--- config.mk ---
export PLATFORM = sky130hd
export DESIGN_NAME = round_controller
export DESIGN_NICKNAME = d
export VERILOG_FILES = /design/src/rtl/round_controller_pkg.sv /design/src/rtl/round_controller_tick_down_timer.sv /design/src/rtl/round_controller.sv
export SDC_FILE = /design/constraint.sdc
export NUM_CORES = 1
export LEC_CHECK = 0
export ABC_AREA = 1
export CORE_MARGIN = 2
export CORE_UTILIZATION = 54
export DETAILED_ROUTE_END_ITERATION = 10
export HOLD_SLACK_MARGIN = 0.15
export MAX_ROUTING_LAYER = met4
export PLACE_DENSITY = 0.81
export SYNTH_ARGS = -nofsm -noshare
export SYNTH_HDL_FRONTEND = slang
export SYNTH_SLANG_ARGS = --single-unit
--- constraint.sdc ---
create_clock -name clk -period 1.95 [get_ports clk]
set_input_delay 0.4875 -clock clk [delete_from_list [all_inputs] [get_ports clk]]
set_output_delay 0.4875 -clock clk [all_outputs]
set_load 0.01 [all_outputs]
--- src/rtl/round_controller_pkg.sv ---
// -----------------------------------------------------------------------------
// game_pkg: shared types and constants for the binary-counting game round
// controller and its tick-down timer.
//   round_state_t   : round sequencer states
//   NUM_W           : width of number/score buses
//   SCORE_MAX       : score saturation value
//   FALLBACK_TARGET : target used when prev_target+1 wraps to zero
//   SPEEDUP_STEP    : round shortening per correct answer (ROUND_SPEEDUP_EN)
// -----------------------------------------------------------------------------
package game_pkg;

  typedef enum logic [2:0] {
    IDLE = 3'd0,
    DRAW = 3'd1,
    PLAY = 3'd2,
    SHOW = 3'd3,
    OVER = 3'd4
  } round_state_t;

  localparam int          NUM_W           = 8;
  localparam logic [7:0]  SCORE_MAX       = 8'hFF;
  localparam logic [7:0]  FALLBACK_TARGET = 8'h01;
  localparam logic [7:0]  SPEEDUP_STEP    = 8'd8;

  // Target used after too many rejected draws; zero is never a valid target.
  function automatic logic [NUM_W-1:0] fallback_target(input logic [NUM_W-1:0] prev);
    logic [NUM_W-1:0] nxt;
    nxt = prev + 8'd1;
    return (nxt == 8'd0) ? FALLBACK_TARGET : nxt;
  endfunction

  // Score increment that sticks at SCORE_MAX.
  function automatic logic [NUM_W-1:0] sat_inc(input logic [NUM_W-1:0] val);
    return (val == SCORE_MAX) ? SCORE_MAX : (val + 8'd1);
  endfunction

endpackage

--- src/rtl/round_controller_tick_down_timer.sv ---
// -----------------------------------------------------------------------------
// tick_down_timer: loadable down-counter advanced by a tick enable.
//   clk, rst    : clock, asynchronous active-high reset (count -> 0)
//   load        : load load_value (has priority over tick)
//   load_value  : value to load
//   tick        : decrement enable; counter stops at zero
//   count       : current count (registered)
//   expire      : combinational pulse when a tick takes count from 1 to 0
// -----------------------------------------------------------------------------
module tick_down_timer
  import game_pkg::*;
(
  input  logic             clk,
  input  logic             rst,
  input  logic             load,
  input  logic [NUM_W-1:0] load_value,
  input  logic             tick,
  output logic [NUM_W-1:0] count,
  output logic             expire
);

  // Counter register: load wins over tick, hold at zero.
  always_ff @(posedge clk or posedge rst) begin
    if (rst) begin
      count <= 8'd0;
    end else if (load) begin
      count <= load_value;
    end else if (tick && (count != 8'd0)) begin
      count <= count - 8'd1;
    end else begin
      count <= count;
    end
  end

  assign expire = tick && !load && (count == 8'd1);

endmodule

--- src/rtl/round_controller.sv ---
// -----------------------------------------------------------------------------
// round_controller: sequences one game of the binary-counting game.
// Draws a target from the LFSR, times the answer, judges it, keeps score and
// lives and ends the game when lives run out.
//   clk, rst     : clock, asynchronous active-high reset
//   start        : pulse, starts a game (IDLE/OVER only)
//   tick         : timebase strobe (used in PLAY/SHOW only)
//   rnd          : current LFSR value
//   user_value   : player's switch value
//   submit       : pulse, commits user_value (PLAY only)
//   target       : current target number
//   round_active : high while an answer is accepted
//   time_left    : remaining ticks in the round
//   result_valid : high while the result is shown
//   correct      : last judgement
//   score        : correct answers this game, saturating
//   lives        : remaining lives
//   game_over    : high in OVER
// Optional feature macro: ROUND_SPEEDUP_EN (shortens each round by
// SPEEDUP_STEP ticks per correct answer, clamped at MIN_TICKS).
// -----------------------------------------------------------------------------
module round_controller
  import game_pkg::*;
#(
  parameter int LIVES       = 3,
  parameter int ROUND_TICKS = 200,
  parameter int SHOW_TICKS  = 50,
  parameter int DRAW_TRIES  = 8,
  parameter int MIN_TICKS   = 40
) (
  input  logic             clk,
  input  logic             rst,
  input  logic             start,
  input  logic             tick,
  input  logic [NUM_W-1:0] rnd,
  input  logic [NUM_W-1:0] user_value,
  input  logic             submit,
  output logic [NUM_W-1:0] target,
  output logic             round_active,
  output logic [NUM_W-1:0] time_left,
  output logic             result_valid,
  output logic             correct,
  output logic [NUM_W-1:0] score,
  output logic [2:0]       lives,
  output logic             game_over
);

  round_state_t     state, next_state;
  logic [NUM_W-1:0] prev_target;
  logic [7:0]       tries;
  logic [NUM_W-1:0] round_load;
  logic             draw_accept, draw_fallback, judge_valid, judge_correct;
  logic             start_game, play_expire, show_expire;

`ifdef ROUND_SPEEDUP_EN
  logic [NUM_W-1:0] round_len;
  assign round_load = round_len;
`else
  assign round_load = 8'(ROUND_TICKS);
`endif

  assign start_game = start && ((state == IDLE) || (state == OVER));

  // Round timer: a submit in the same cycle freezes the count.
  tick_down_timer u_play_timer (
    .clk        (clk),
    .rst        (rst),
    .load       (draw_accept || draw_fallback),
    .load_value (round_load),
    .tick       (tick && (state == PLAY) && !submit),
    .count      (time_left),
    .expire     (play_expire)
  );

  // Result display timer, loaded on the judgement edge.
  tick_down_timer u_show_timer (
    .clk        (clk),
    .rst        (rst),
    .load       (judge_valid),
    .load_value (8'(SHOW_TICKS)),
    .tick       (tick && (state == SHOW)),
    .count      (),
    .expire     (show_expire)
  );

  // State register.
  always_ff @(posedge clk or posedge rst) begin
    if (rst) begin
      state <= IDLE;
    end else begin
      state <= next_state;
    end
  end

  // Next-state and judgement decode.
  always_comb begin
    next_state    = state;
    draw_accept   = 1'b0;
    draw_fallback = 1'b0;
    judge_valid   = 1'b0;
    judge_correct = 1'b0;
    case (state)
      IDLE: begin
        if (start) next_state = DRAW;
        else       next_state = IDLE;
      end
      DRAW: begin
        if ((rnd != 8'd0) && (rnd != prev_target)) begin
          draw_accept = 1'b1;
          next_state  = PLAY;
        end else if (tries == 8'(DRAW_TRIES - 1)) begin
          // This sample is the last tolerated rejection.
          draw_fallback = 1'b1;
          next_state    = PLAY;
        end else begin
          next_state = DRAW;
        end
      end
      PLAY: begin
        if (submit) begin
          judge_valid   = 1'b1;
          judge_correct = (user_value == target);
          next_state    = SHOW;
        end else if (play_expire) begin
          judge_valid   = 1'b1;
          judge_correct = 1'b0;
          next_state    = SHOW;
        end else begin
          next_state = PLAY;
        end
      end
      SHOW: begin
        if (show_expire) next_state = (lives == 3'd0) ? OVER : DRAW;
        else             next_state = SHOW;
      end
      OVER: begin
        if (start) next_state = DRAW;
        else       next_state = OVER;
      end
      default: next_state = IDLE;
    endcase
  end

  // Game datapath and registered status flags.
  always_ff @(posedge clk or posedge rst) begin
    if (rst) begin
      target       <= 8'd0;
      prev_target  <= 8'd0;
      score        <= 8'd0;
      lives        <= 3'(LIVES);
      correct      <= 1'b0;
      tries        <= 8'd0;
      round_active <= 1'b0;
      result_valid <= 1'b0;
      game_over    <= 1'b0;
`ifdef ROUND_SPEEDUP_EN
      round_len    <= 8'(ROUND_TICKS);
`endif
    end else begin
      round_active <= (next_state == PLAY);
      result_valid <= (next_state == SHOW);
      game_over    <= (next_state == OVER);

      if (state != DRAW) tries <= 8'd0;
      else               tries <= tries + 8'd1;

      if (draw_accept) begin
        target      <= rnd;
        prev_target <= rnd;
      end else if (draw_fallback) begin
        target      <= fallback_target(prev_target);
        prev_target <= fallback_target(prev_target);
      end

      if (start_game) begin
        score <= 8'd0;
        lives <= 3'(LIVES);
`ifdef ROUND_SPEEDUP_EN
        round_len <= 8'(ROUND_TICKS);
`endif
      end else if (judge_valid) begin
        correct <= judge_correct;
        if (judge_correct) begin
          score <= sat_inc(score);
`ifdef ROUND_SPEEDUP_EN
          // max(round_len - step, MIN_TICKS) without underflow.
          if ({1'b0, round_len} >= (9'(MIN_TICKS) + {1'b0, SPEEDUP_STEP}))
            round_len <= round_len - SPEEDUP_STEP;
          else
            round_len <= 8'(MIN_TICKS);
`endif
        end else begin
          lives <= lives - 3'd1;
        end
      end
    end
  end

endmodule

==> out/qor.txt <==
Placeable core region: 0.005816 sq mm
Endpoint arrival time on the critical path: 1400 ps
Max Root-Sink Buffers: 2
Register bit total from synthesis: 50
Cells along the critical path: clkdlybuf4s50_1
Outcome: finished, final reports clean
Setup crit start: lives[0]
Reg2reg setup slack: 220 ps
Synth Net Count: 482
Final Hold Fails: 0
Final standard cell utilization of the core: 69.60%
Most common cell after layout, fill and taps aside: nand2_1
Total Die Area: 0.006561 sq mm
Instance count of the mapped netlist: 452
Clock tree sinks: 50
Critical path fanouts, max: 3
Cells on worst reg2reg path: 10
Clk network pwr share: 15.3%
Leading area contributor after synthesis: dfrtp_1
Share of the synthesized area in the top cell type: 37.51%
Kind of end point of the critical path: output port
Vias in the first global route: 2,926
Routed length on met3: 341 um
Port-buffer cells: 51
Unrepaired setup endpoints after global routing: false
Highest-delay cell along the critical path: dfstp_2
Vias per cell: 5.118
Top cells by area, synth: dfrtp_1 (38%), nand2_1 (15%), inv_1 (8.6%), nor2_1 (5.9%), nand3_1 (5.2%)
Maximum number of pins on one net before global-route repair: 20
Mean instance size in the synthesized netlist: 7.084 sq um
Relative area change from synthesis to final layout: 26.42%
Number of H-tree levels: 2
Weighted congestion reported at the end of routability-driven placement: 0.9083
CTS tree: done
Total length of routed wires: 7315 um
Via count: 3,076
Sw Ratio: 42.54%
Proportion of synthesized chip area in sequential cells: 39.16%
Power Density: 1186 mW/mm^2
Internal portion of total power: 2.759 mW
Count of routing violations after the opening detailed-route iteration: 109
Sequential group share of total power: 35.8%
Endpoint of the worst setup timing path: lives[0]
Share of layout cells above drive strength 1: 11.41%
Normalized max-slew margin: 74.61%
Total CTS buffers: 5
Routed length on met1: 3318 um
Highest routing layer actually used: met4
Average wire length per cell after detail routing: 12.17 um
N_diodes: 0
Total I/O pin count: 52
Leftover overflow at the end of global routing: 0
Number of max-capacitance violations reported: 0
Shortest clock period the worst path allows after layout: 1886 ps
Count of final max-slew check failures: 0
Worst path buffer plus inverter count: 1
DR pass1 iterations: 4
Category of cells accounting for the largest share of critical-path delay: flip-flops
Die X: 81 um
Reported net switching power: 2.043 mW
Final clock period utilization by the worst path: 96.71%
Data required time at the worst endpoint: 1460 ps
Tot GR Track Use: 25.16%
Comb pwr share: 49.0%
Number of antenna violations at the first check in global routing: 0
Effective utilization at floorplan: 55.06%
Transition time at the pin with the least slew margin: 380.3 ps
Clock Root Buffer: clkbuf_8
Routed length on met2: 3558 um
Largest voltage drop on the vdd net: 0.7731 mV
Number of unique standard cell types used by synthesis: 32
Clock-pin slew on the worst setup and hold paths: 90 ps
NumNets Final: 555
Post-Syn Area: 0.003202 sq mm
Cell Rows: 28
End of the worst register-to-register path: u_play_timer.count[4]
Sum of negative setup slack: 0 ps
Kind of start point of the critical path: flip-flop
Largest clock skew in the final design: 7.868 ps
Warnings from Yosys: 0
Remaining antenna violation count: 0
Classification of the worst setup path: flip-flop to output port
Final setup viols: 0
Height of the die: 81 um
Detail Placement HPWL: 5700 um
Critical path depth: 1
Reported leakage power: 1.987 nW
Wire length of the first global-routing pass: 12,550 um
Class of the tightest hold or removal check: flip-flop to flip-flop
Startpoint of the worst register-to-register path: u_play_timer.count[0]
Clock latency reported for the late side of the worst-skew pair: 300 ps
Slowest Stage Delay on Critical Path: 560 ps
Highest-count cells in the layout ignoring fill and taps: nand2_1 (123), inv_1 (71), clkdlybuf4s50_1 (51), nor2_1 (50), dfrtp_1 (44)
Peak clock frequency supported by timing: 0.5302 GHz
Residual DRC count: 0
==> cells by family after synthesis <==
family	count (synthesis)	share of synthesized area, %
AOI/OAI and AO/OA	51	8.519
xor gates and xnor gates	13	3.791
adders and majority gates	9	3.517
buffers and inverters	83	10.90
DFF	50	39.16
and+or+nand+nor	246	34.12
==> stage by stage <==
| step | cell area [sq um] | setup WS (ps) | hold WS, ps | std cells | power [mW] |
|---|---|---|---|---|---|
| floorplan | 3202 | 264.6 | 430.5 | 452 | 3.191 |
| global placement | 3925 | -140.2 | 445.5 | 593 | 3.968 |
| detailed placement | 3925 | -186.9 | 447.6 | 593 | 4.037 |
| CTS | 4039 | 41.64 | 462.0 | 601 | 4.797 |
| global route | 4048 | 13.33 | 485.6 | 601 | 5.224 |
| finish | 4048 | 64.08 | 459.4 | 601 | 4.802 |
==> metal layers <==
| metal | GRT usage (%) | up-vias |
|---|---|---|
| li1 | - | 1583 |
| met1 | 31.35 | 1389 |
| met2 | 41.90 | 96 |
| met3 | 4.111 | 8 |
| met4 | 8.136 | 0 |
| met5 | - | - |
==> cells in the mapped netlist, drive strengths merged <==
cell type  instances
nor2              52
o211ai             1
inv               77
nand2            130
xnor2              3
dfstp              2
nand4              9
o31ai              1
or2                3
buf                5
clkinv             1
o22ai              5
a21oi             10
dfrtp             48
o21ai             34
ha                 9
xor2              10
nor3b              1
nand3             37
nand3b             1
nor3              13
==> power groups by stage <==
stage | sequential, mW | combinational, mW | clock (mW)
finish | 1.72 | 2.35 | 0.732
detailed placement | 1.72 | 2.32 | 0
global placement | 1.70 | 2.27 | 0
floorplan | 1.68 | 1.51 | 0
CTS | 1.70 | 2.35 | 0.746
global route | 1.76 | 2.67 | 0.798
==> timing repair <==
item / CTS / global route
hold buffers: 0 / 0
resized for setup: 2 / 5
setup endpoints to repair: 2 / 7
pin swaps: 0 / 0
buffers inserted: 0 / 0
==> state kept, by name, summed over array words and instances, names as in the netlist <==
| name | count |
|---|---|
| result_valid | 1 |
| correct | 1 |
| u_play_timer.count | 8 |
| tries | 8 |
| score | 8 |
| lives | 3 |
| round_active | 1 |
| state | 3 |
| game_over | 1 |
| u_show_timer.count | 8 |
| prev_target | 8 |
==> how the worst min path moves through the flow <==
stage | start | end | slack, ps | depth (start not counted)
after floorplan | tries[0] | tries[0] | 430 | 1
after global placement | tries[0] | tries[0] | 450 | 1
after detailed placement | tries[0] | tries[0] | 450 | 1
after CTS | tries[0] | tries[0] | 460 | 1
after global routing | tries[7] | tries[7] | 490 | 1
final | tries[0] | tries[0] | 460 | 1
==> cell type report <==
| cell class | count | area [sq um] |
|---|---|---|
| Multi-Input combinational cell | 319 | 1605 |
| Timing Repair Buffer | 71 | 685.7 |
| Sequential cell | 50 | 1259 |
| Tap cell | 75 | 93.84 |
| Fill cell | 488 | 1768 |
| Inverter | 78 | 292.8 |
| Clock inverter | 2 | 38.79 |
| Clock buffer | 6 | 72.57 |
Note: power is estimated with default switching activity, not from simulation.
